==> src/rtl/zmod_adc_axis_packer.sv <==
// rtl/zmod_adc_axis_packer.sv - packs Zmod ADC sample pairs into 32-bit stream beats with run framing
// Optional: ZMOD_PACKER_TEST_PATTERN_EN adds test_mode and a ramp test pattern source.
module zmod_adc_axis_packer #(
    parameter int FIFO_DEPTH = 16
) (
    input  logic        clk,
    input  logic        resetn,
    input  logic        enable,
    input  logic        adc_valid,
    input  logic [13:0] ch1_data,
    input  logic [13:0] ch2_data,
`ifdef ZMOD_PACKER_TEST_PATTERN_EN
    input  logic        test_mode,
`endif
    input  logic        m0_tready,
    output logic        m0_tvalid,
    output logic [31:0] m0_tdata,
    output logic        m0_tlast,
    output logic        busy,
    output logic        overflow
);

    localparam int AW = $clog2(FIFO_DEPTH);
    localparam logic [AW:0] NEAR_FULL = (AW + 1)'(FIFO_DEPTH - 1);

    typedef enum logic [1:0] {
        ST_IDLE  = 2'd0,
        ST_RUN   = 2'd1,
        ST_DRAIN = 2'd2
    } state_t;

    state_t state;
    state_t state_next;

    logic        hold_valid;
    logic [31:0] hold_data;

    logic [32:0]   mem [FIFO_DEPTH];
    logic [AW-1:0] wr_ptr;
    logic [AW-1:0] rd_ptr;
    logic [AW:0]   count;

    logic        empty;
    logic        pop;
    logic        run_start;
    logic        sample_take;
    logic        stop;
    logic        push_try;
    logic        refuse;
    logic        push;
    logic [32:0] push_word;
    logic [13:0] cap_ch1;
    logic [13:0] cap_ch2;
    logic [31:0] packed_pair;

    assign empty       = (count == '0);
    assign pop         = !empty && m0_tready;
    assign run_start   = (state == ST_IDLE) && enable;
    assign sample_take = (state == ST_RUN) && enable && adc_valid;
    assign stop        = (state == ST_RUN) && !enable;

    // A displaced hold entry may only use the FIFO while a slot remains free for the tlast beat.
    assign push_try  = sample_take && hold_valid;
    assign refuse    = push_try && (count >= NEAR_FULL) && !pop;
    assign push      = (push_try && !refuse) || (stop && hold_valid);
    assign push_word = {stop, hold_data};

`ifdef ZMOD_PACKER_TEST_PATTERN_EN
    logic [13:0] ramp;

    always_ff @(posedge clk) begin
        if (!resetn) begin
            ramp <= '0;
        end else if (run_start) begin
            ramp <= '0;
        end else if (sample_take) begin
            ramp <= ramp + 14'd1;
        end
    end

    assign cap_ch1 = test_mode ? ramp  : ch1_data;
    assign cap_ch2 = test_mode ? ~ramp : ch2_data;
`else
    assign cap_ch1 = ch1_data;
    assign cap_ch2 = ch2_data;
`endif

    assign packed_pair = {cap_ch1, 2'b00, cap_ch2, 2'b00};

    always_comb begin
        state_next = state;
        case (state)
            ST_IDLE:  if (enable) state_next = ST_RUN;
            ST_RUN:   if (!enable) state_next = ST_DRAIN;
            ST_DRAIN: if (empty) state_next = ST_IDLE;
            default:  state_next = ST_IDLE;
        endcase
    end

    always_ff @(posedge clk) begin
        if (!resetn) begin
            state <= ST_IDLE;
        end else begin
            state <= state_next;
        end
    end

    always_ff @(posedge clk) begin
        if (!resetn) begin
            hold_valid <= 1'b0;
            hold_data  <= '0;
            overflow   <= 1'b0;
        end else begin
            if (run_start) begin
                overflow <= 1'b0;
            end else if (refuse) begin
                overflow <= 1'b1;
            end
            if (sample_take) begin
                hold_valid <= 1'b1;
                hold_data  <= packed_pair;
            end else if (stop) begin
                hold_valid <= 1'b0;
            end
        end
    end

    always_ff @(posedge clk) begin
        if (!resetn) begin
            wr_ptr <= '0;
            rd_ptr <= '0;
            count  <= '0;
        end else begin
            if (push) begin
                wr_ptr <= wr_ptr + 1'b1;
            end
            if (pop) begin
                rd_ptr <= rd_ptr + 1'b1;
            end
            case ({push, pop})
                2'b10:   count <= count + 1'b1;
                2'b01:   count <= count - 1'b1;
                default: count <= count;
            endcase
        end
    end

    // Storage carries no reset; the outputs are gated by the occupancy instead.
    always_ff @(posedge clk) begin
        if (push) begin
            mem[wr_ptr] <= push_word;
        end
    end

    assign m0_tvalid = !empty;
    assign m0_tdata  = empty ? 32'd0 : mem[rd_ptr][31:0];
    assign m0_tlast  = empty ? 1'b0  : mem[rd_ptr][32];
    assign busy      = (state != ST_IDLE);

endmodule

==> config.mk <==
export PLATFORM = sky130hd
export DESIGN_NAME = zmod_adc_axis_packer
export DESIGN_NICKNAME = d
export VERILOG_FILES = /design/src/rtl/zmod_adc_axis_packer.sv
export SDC_FILE = /design/constraint.sdc
export NUM_CORES = 1
export LEC_CHECK = 0
export BUFFER_PORTS_ARGS = -buffer_cell sky130_fd_sc_hd__buf_4
export CAP_MARGIN = 20
export CORE_ASPECT_RATIO = 1.1
export CORE_MARGIN = 2
export CORE_UTILIZATION = 60
export CTS_CLUSTER_SIZE = 28
export DETAILED_ROUTE_END_ITERATION = 16
export PLACE_DENSITY_LB_ADDON = 0.15
export SLEW_MARGIN = 20
export SYNTH_ARGS = -nofsm -noshare
export SYNTH_HDL_FRONTEND = slang
export SYNTH_SLANG_ARGS = --single-unit
==> constraint.sdc <==
create_clock -name clk -period 11.3 [get_ports clk]
set_clock_uncertainty 0.15 [all_clocks]
set_input_delay 0.565 -clock clk [delete_from_list [all_inputs] [get_ports clk]]
set_output_delay 0.565 -clock clk [all_outputs]
set_load 0.005 [all_outputs]
==> results of run 1 <==
## layer usage
layer  GRT usage  vias up  part of all wire
met5           0        -           0.00057
met4      0.0741        4             0.022
met3      0.0419       72             0.071
met2       0.392      433              0.48
met1       0.377     5147              0.42
li1            -     4188                 -
## metrics by stage
stage / util / instance area (sq um)
2_1_floorplan: - / 19800
3_3_place_gp: 0.644 / 20900
3_5_place_dp: 0.646 / 20900
4_1_cts: 0.695 / 22500
5_1_grt: 0.695 / 22500
6_report: 0.695 / 22500
## power breakdown
part           switching [mW]  total (mW)  internal [mW]  leakage [nW]
Sequential             0.0137        2.06           2.05          5.10
Clock                   0.674        1.60          0.927         0.767
Combinational          0.0280      0.0582         0.0302          1.82
## Yosys cell counts, types with 4 or more instances
library cell / n
buf_2: 12
nor2b_1: 28
nand3_1: 4
ha_1: 9
nor3_1: 6
xor2_1: 5
buf_6: 6
nor2_1: 20
clkbuf_1: 34
inv_1: 5
nand2_1: 63
a221o_1: 29
a21oi_1: 34
mux4_2: 116
edfxtp_1: 464
nand2b_1: 7
buf_1: 4
o211ai_1: 8
mux2_2: 29
dfxtp_1: 49
buf_4: 5
o21ai_0: 7
nor3b_1: 4
## cell families (layout without fill, tap and decap cells)
group / Yosys count / after routing / share of synthesized area
other: 1 / 4 / 0.000189
xor gates and xnor gates: 5 / 5 / 0.00221
and+or+nand+nor: 153 / 153 / 0.0396
DFF: 513 / 513 / 0.753
buffers and inverters: 67 / 193 / 0.0167
muxes: 147 / 147 / 0.149
AOI/OAI and AO/OA: 90 / 90 / 0.0328
adders and majority gates: 9 / 9 / 0.00569
## registers in the layout (all words and copies together), names as in the netlist, named ones only
signal and count:
mem 464, count 5, overflow 1, wr_ptr 4
state 2, rd_ptr 4, hold_valid 1, hold_data 28
## worst max-delay path, cell delays in order, from the launching register on
cell and delay [ns]:
dfxtp_4 1.01, buf_4 0.71, mux4_2 0.59, nor2b_1 0.15, a221o_1 0.35, buf_4 0.17
## cell type report
type	count	area (sq um)
Clock buffer	73	1360
Inverter	6	22.5
Timing Repair Buffer	94	746
Multi-Input combinational cell	408	4690
Fill cell	2008	9890
Tap cell	426	533
Sequential cell	513	14900
Clock inverter	20	216
## how the worst min path moves through the flow
stage                      start            end  slack (ns)  depth (start not counted)
floorplan              rd_ptr[1]           flop        0.32                          2
global placement       rd_ptr[1]           flop        0.33                          2
detailed placement     rd_ptr[1]           flop        0.34                          2
CTS                  ch2_data[4]   hold_data[6]        0.07                          3
global route        ch2_data[11]  hold_data[13]        0.07                          3
finish              ch2_data[11]  hold_data[13]        0.09                          3
==> summary.md, run 1 <==
| Metric | Value |
|---|---|
| Outcome | `complete, no violations` |
| Worst R2R Setup Slack | `7.62 ns` |
| First-pass GRT wire length | `62.6 mm` |
| IO Pins | `69` |
| Setup Total Neg Slack | `0 ns` |
| Kind of critical path | `flop to output pin` |
| Area leader, netlist | `edfxtp_1` |
| Total Nets Final | `1115` |
| Post-Syn Area | `19800 sq um` |
| Detailed Routing Iterations Pass 1 | `5` |
| Placed Cells | `1447` |
| Die area | `34500 sq um` |
| H-tree depth | `2` |
| Syn Inst Count | `985` |
| Die H | `195 um` |
| Top area cells in the synthesized netlist | `edfxtp_1 (70%), mux4_2 (13%), dfxtp_1 (5.0%)` |
| Final worst-path cycle share | `0.381` |
| Vias per cell | `6.39` |
| Max Cap Viol | `0` |
| Primary FF master, synth | `edfxtp_1` |
| Initial Utilization | `0.611` |
| WP data required | `10.59 ns` |
| Ant diodes | `0` |
| Clock Pin Slew Worst Setup and Hold Paths | `0.06 ns` |
| CTS sink count | `513` |
| Post-route setup slack | `6.99 ns` |
| R2R depth | `10` |
| Worst Setup Slack post-DPL | `7.56 ns` |
| Number of global-route vias before repair | `9866` |
| Most frequent cells in the layout | `edfxtp_1 (464), mux4_2 (116), buf_4 (92)` |
| Grt total ovfl | `0` |
| Routability cong. | `0.766` |
| CP max FO | `51` |
| Hold Buf Count CTS | `0` |
| Post-route ant nets | `0` |
| CP Data Arrival Time | `3.60 ns` |
| Asr flop ratio synth | `0` |
| Total CTS buffers | `50` |
| Worst r2r src | `count[1]` |
| Post-CTS Repair Setup Buffers | `0` |
| Final setup fails | `0` |
| Hold Slack | `0.0924 ns` |
| Root Buffer Master | `clkbuf_16` |
| Final std cells w/o fill | `1540` |
| Tightest Hold Check Type | `input pin to flop` |
| CTS Buffer Depth | `3` |
| RSZ-0062 raised after global routing | `no` |
| Commonest non-fill, non-tap cell in the layout | `edfxtp_1` |
| Layout area overhead | `13.6%` |
| Seq/Total Area, Yosys | `0.753` |
| Placed wire-length estimate | `22.4 mm` |
| Final min period | `4.31 ns` |
| Clk_lat worst skew | `0.57 ns` |
| Mean cell area of the mapped netlist | `20.1 sq um` |
| Initial DRC Count | `1119` |
| CTS tree | `built` |
| Reg-to-reg endpoint | `count[4]` |
| Number of gates resized after cts | `0` |
| Layout cell share with drive strength beyond 1 | `0.300` |
| Total leakage power | `7.68 nW` |
| Max Freq | `232 MHz` |
| DIE WIDTH | `177 um` |
| Routed Wire Length | `42.2 mm` |
| PortBufs | `64` |
| Least-Margin Pin Slew | `1.00 ns` |
| Routed len/inst | `27.4 um` |
| Largest net degree at the start of global routing | `60` |
| Initial antenna violation count | `2` |
| PD cells | `166 nW/um^2` |
| Gr usage total | `0.252` |
| Worst VDD drop | `0.000154 V` |
| #FFs+latches synth | `513` |
| Share of the synthesized area in the top cell type | `0.704` |
| Endpoint class of the critical path | `output pin` |
| Core ar. | `32400 sq um` |
| Relative slew slack | `0.331` |
| Tot Pwr | `3.72 mW` |
| Via count | `9844` |
| Final Hold Viols | `0` |
| Synth warn | `0` |
| Worst Setup EP | `m0_tdata[10]` |
| DRC viols | `0` |
| Num rows | `69` |
| Max-slew violations | `0` |
| Crit path launch type | `flop` |
| Post-synth EDFFs | `464` |
| Distinct cell type count after synthesis | `52` |
Power figures use the tool's default switching activity.
==> inputs of run 2 (changes only) <==
- CORE_UTILIZATION: 60 -> 55
- clock period: 11.3 -> 3.7 ns (I/O delays scaled with it)
==> run 2 against run 1 <==
  * Sequential power rose to 3.1 times the previous value
  * Sequential share of layout area down 2.0 points
  * Global-route usage down 2.1 points
  * Combinational power rose to 3.7 times the previous value
  * First-iteration DRC count down 26%
  * Critical path type unchanged
  * Largest cell class unchanged
==> summary.md, run 2 (synthesis results as in run 1) <==
| Metric | Value |
|---|---|
| PD cells | `505 nW/um^2` |
| Fillers | `2406` |
| Worst R2R Setup Slack | `0.42 ns` |
| Routed Wire Length | `41.7 mm` |
| CP Data Arrival Time | `3.04 ns` |
| First-pass GRT wire length | `63.2 mm` |
| Final setup fails | `0` |
| CTS tree | `built` |
| Layout area overhead | `17.1%` |
| Top reg by flops | `mem` |
| Initial Utilization | `0.561` |
| Total leakage power | `7.91 nW` |
| Placed cell area | `21200 sq um` |
| Endpoint class of the critical path | `output pin` |
| CTS Buffer Depth | `3` |
| Most frequent cells in the layout | `edfxtp_1 (464), mux4_2 (116), buf_4 (90)` |
| CTS sink count | `513` |
| Vias per cell | `6.01` |
| Final Hold Viols | `0` |
| Clock Pin Slew Worst Setup and Hold Paths | `0.06 ns` |
| Max Cap Viol | `0` |
| Outcome | `complete, no violations` |
| Post-CTS Repair Setup Buffers | `0` |
| Final worst-path cycle share | `0.912` |
| Final min period | `3.38 ns` |
| Layout cell share with drive strength beyond 1 | `0.300` |
| DRC viols | `0` |
| Total CTS buffers | `50` |
| RSZ-0062 raised after global routing | `no` |
| Post-route ant nets | `0` |
| Worst r2r src | `count[0]` |
| Total Nets Final | `1152` |
| Core ar. | `35300 sq um` |
| CP max FO | `14` |
| Root Buffer Master | `clkbuf_16` |
| Max Freq | `296 MHz` |
| Detailed Routing Iterations Pass 1 | `6` |
| Number of global-route vias before repair | `10100` |
| Max-slew violations | `0` |
| Die H | `203 um` |
| Max reg flops | `464` |
| Placed wire-length estimate | `23.7 mm` |
| Grt total ovfl | `0` |
| Initial DRC Count | `832` |
| Ant diodes | `0` |
| WP data required | `3.37 ns` |
| Num rows | `72` |
| Routed len/inst | `25.5 um` |
| Commonest non-fill, non-tap cell in the layout | `edfxtp_1` |
| Worst Min Path Start | `adc_valid` |
| Clk_lat worst skew | `0.56 ns` |
| H-tree depth | `2` |
| Crit path launch type | `flop` |
| Routability cong. | `0.808` |
| Setup Total Neg Slack | `0 ns` |
| Via count | `9819` |
| Worst VDD drop | `0.000333 V` |
| Relative slew slack | `0.348` |
| Die area | `37500 sq um` |
| Worst setup path start | `count[1]` |
| Initial antenna violation count | `0` |
| Largest net degree at the start of global routing | `34` |
| PortBufs | `64` |
| IO Pins | `69` |
| DIE WIDTH | `185 um` |
| Kind of critical path | `flop to output pin` |
| Least-Margin Pin Slew | `0.976 ns` |
| Post-route cell area | `23200 sq um` |
| Tightest Hold Check Type | `input pin to flop` |
| Gr usage total | `0.231` |
| Registers with the most flip-flops | `mem x464, hold_data x28, count x5` |
run 2: cell types whose count changed in the layout (fill, tap and decap cells not counted), sizes merged:
cell         previous run  this run
clkinvlp                0         2
clkbuf                 73        72
inv                     7         5
bufinv                  4         6
dlygate4sd3             0        31
buf                    94       100
run 2: layout make-up:
cell class / instances / area, sq um / share of cell area
clock buffer: 72 / 1450 / 0.0624
clock inverter: 22 / 260 / 0.0112
inverter: 6 / 22.5 / 0.000971
multi-input combinational: 408 / 4720 / 0.203
sequential: 513 / 14900 / 0.644
tap: 481 / 602 / 0.0260
timing repair buffer: 131 / 1220 / 0.0525
run 2: path summary, 6_finish.rpt:
kind         cells past startpoint            to
max                              6  m0_tdata[10]
min                              4    hold_valid
max reg2reg                     10      count[4]
min reg2reg                      2          flop
run 2: timing repair:
action | CTS | global route
hold endpoints to repair | 43 | 0
resized for setup | 0 | 0
setup endpoints to repair | 0 | 0
hold buffers | 31 | 0
run 2: power breakdown:
| group | internal (mW) | switching (mW) | leakage [nW] |
|---|---|---|---|
| clock | 3.14 | 2.07 | 0.829 |
| sequential | 6.26 | 0.0386 | 5.10 |
| combinational | 0.118 | 0.0965 | 1.98 |
| total | 9.52 | 2.20 | 7.91 |
run 2: layer usage:
layer  vias to the layer above  routed length, um  global-route usage
met1                      5168              17900               0.339
met3                        57               2520              0.0332
met4                         0                679              0.0578
met5                         -                  0                   0
li1                       4265                  -                   -
met2                       329              20600               0.372
run 2: critical path: stages (launching register included):
cell     delay (ns)
dfxtp_1        0.39
or4_4          0.61
o21ai_4        0.55
buf_4          0.34
nor2b_1        0.09
a221o_1        0.33
buf_4          0.16
run 2: stage by stage:
step           hold slack [ns]   util  power (mW)  setup slack, ns  instances
2_1_floorplan            0.171      -        6.53            0.375        988
3_3_place_gp             0.281  0.596        6.61            0.468       1504
3_5_place_dp             0.288  0.599        6.61            0.423       1508
4_1_cts                  0.191  0.657        11.8            0.279       1633
5_1_grt                  0.253  0.657        12.0            0.107       1633
6_report                 0.220  0.657        11.7            0.324       1633
==> inputs of run 3 (changes only) <==
- CORE_MARGIN: 2 -> not set
==> run 3 against run 2 <==
  * Global-route usage up 0.53 points
  * Worst setup slack lost 0.056 ns
  * Critical path type unchanged
  * Worst hold slack got worse by 0.015 ns
  * Sequential share of layout area is 0.47 points higher
  * Register-to-register slack got worse by 0.02 ns
  * Critical path depth did not move
  * Cell count is essentially flat
  * Die area is 2.1% lower
==> summary.md, run 3 (synthesis results as in run 1) <==
| Metric | Value |
|---|---|
| Outcome | `complete, no violations` |
| Final Util | `0.652` |
| CTS Buffer Depth | `3` |
| H-tree depth | `2` |
| Placed wire-length estimate | `22.8 mm` |
| Die H | `201 um` |
| Max Freq | `291 MHz` |
| Registers with the most flip-flops | `mem x464, hold_data x28, count x5` |
| Grt total ovfl | `0` |
| Clock Pin Slew Worst Setup and Hold Paths | `0.06 ns` |
| CP Data Arrival Time | `3.10 ns` |
| Layout cell share with drive strength beyond 1 | `0.302` |
| Initial Utilization | `0.561` |
| Root Buffer Master | `clkbuf_16` |
| DIE WIDTH | `183 um` |
| Met2 wire length | `20.9 mm` |
| Final Hold Viols | `0` |
| R2R depth | `11` |
| Int Pwr | `9.24 mW` |
| Final worst-path cycle share | `0.927` |
| Gr usage total | `0.236` |
| CP max FO | `20` |
| Final setup fails | `0` |
| Hold EP | `wr_ptr[0]` |
| CTS sink count | `513` |
| Via count | `9719` |
| NetSw | `2.20 mW` |
| RSZ-0062 raised after global routing | `no` |
| Switching share of power | `0.192` |
| DRC viols | `0` |
| Reg power frac | `0.551` |
| Uppermost routed layer | `met4` |
| Number of global-route vias before repair | `10200` |
| Setup Total Neg Slack | `0 ns` |
| PD cells | `497 nW/um^2` |
| Kind of critical path | `flop to output pin` |
| Length of routed wiring on met1 | `16.9 mm` |
| Commonest non-fill, non-tap cell in the layout | `edfxtp_1` |
| Vias per cell | `5.95` |
| WP data required | `3.37 ns` |
| Post-route ant nets | `0` |
| Total CTS buffers | `49` |
| Worst r2r src | `count[2]` |
| Tightest Hold Check Type | `input pin to flop` |
| Crit path launch type | `flop` |
| Most frequent cells in the layout | `edfxtp_1 (464), mux4_2 (116), buf_4 (97)` |
| Final min period | `3.43 ns` |
| Routability cong. | `0.759` |
| Hold Crit Depth | `6` |
| Total leakage power | `7.86 nW` |
| Die area | `36800 sq um` |
| Worst Min Path Start | `adc_valid` |
| Clk pwr share | `0.430` |
| Top reg by flops | `mem` |
| Fillers | `2424` |
| Worst R2R Setup Slack | `0.40 ns` |
| Clk_lat worst skew | `0.57 ns` |
| Combinational fraction of design power | `0.019` |
| Largest net degree at the start of global routing | `60` |
| Initial DRC Count | `868` |
| CTS tree | `built` |
| Reg-to-reg endpoint | `count[4]` |
| Routed Wire Length | `41.4 mm` |
| Max reg flops | `464` |
| Max-slew violations | `0` |
| Layout area overhead | `16.3%` |
| First-pass GRT wire length | `63.0 mm` |
| Detailed Routing Iterations Pass 1 | `5` |
| Endpoint class of the critical path | `output pin` |
| Max Cap Viol | `0` |
| Relative slew slack | `0.351` |
| Num rows | `72` |
| Ant diodes | `0` |
| PortBufs | `64` |
| Met3 wire length | `2.56 mm` |
| Worst VDD drop | `0.000482 V` |
| Least-Margin Pin Slew | `0.969 ns` |
| Total Nets Final | `1154` |
| IO Pins | `69` |
| Core ar. | `35300 sq um` |
| Routed len/inst | `25.3 um` |
| Initial antenna violation count | `0` |
-- run 3: final cells by class --
| class | count | area [sq um] | area share |
|---|---|---|---|
| Timing Repair Buffer | 134 | 1160 | 0.0503 |
| Sequential cell | 513 | 14900 | 0.648 |
| Clock buffer | 58 | 1300 | 0.0566 |
| Tap cell | 481 | 602 | 0.0261 |
| Clock inverter | 34 | 289 | 0.0126 |
| Multi-Input combinational cell | 408 | 4720 | 0.205 |
| Inverter | 6 | 22.5 | 0.000978 |
-- run 3: through the flow --
stage	hold WS [ns]	total power, mW	cells	cell area (sq um)	setup WS [ns]
3_3_place_gp	0.280	6.61	1510	21100	0.466
2_1_floorplan	0.171	6.53	988	19800	0.375
4_1_cts	0.178	11.5	1634	23000	0.239
6_report	0.206	11.4	1634	23000	0.269
3_5_place_dp	0.291	6.62	1511	21100	0.444
5_1_grt	0.236	11.8	1634	23000	0.137
-- run 3: worst max-delay path, stage by stage (launching register included) --
cell,delay (ns)
dfxtp_1,0.48
or4_4,0.23
or2_1,0.23
nor3b_4,0.67
buf_4,0.47
a221o_1,0.30
buf_4,0.14
-- run 3: metal layers --
metal  vias up  global-route usage
li1       4275                   -
met1      5056               0.325
met2       321               0.391
met3        67              0.0390
met4         0              0.0738
met5         -                   0
-- run 3: worst max-delay path by stage --
| stage | start | to |
|---|---|---|
| 3_3_place_gp | count[2] | count[4] |
| 5_1_grt | count[2] | m0_tdata[9] |
| 3_5_place_dp | count[2] | count[4] |
| 6_report | count[1] | m0_tdata[9] |
| 4_1_cts | count[1] | m0_tdata[9] |
| 2_1_floorplan | count[1] | count[4] |
-- run 3: power by group through the flow --
stage               Combinational (mW)  Sequential (mW)  Clock (mW)
floorplan                        0.123             6.41           0
global placement                 0.187             6.42           0
detailed placement               0.189             6.43           0
CTS                              0.216             6.30        5.00
global route                     0.231             6.30        5.22
finish                           0.216             6.30        4.92
-- run 3: what timing repair did --
item,in CTS,in global routing
hold buffers,31,0
endpoints found under the hold margin,57,0
endpoints found under the setup margin,1,0
resized for setup,1,0
setup buffers,0,0
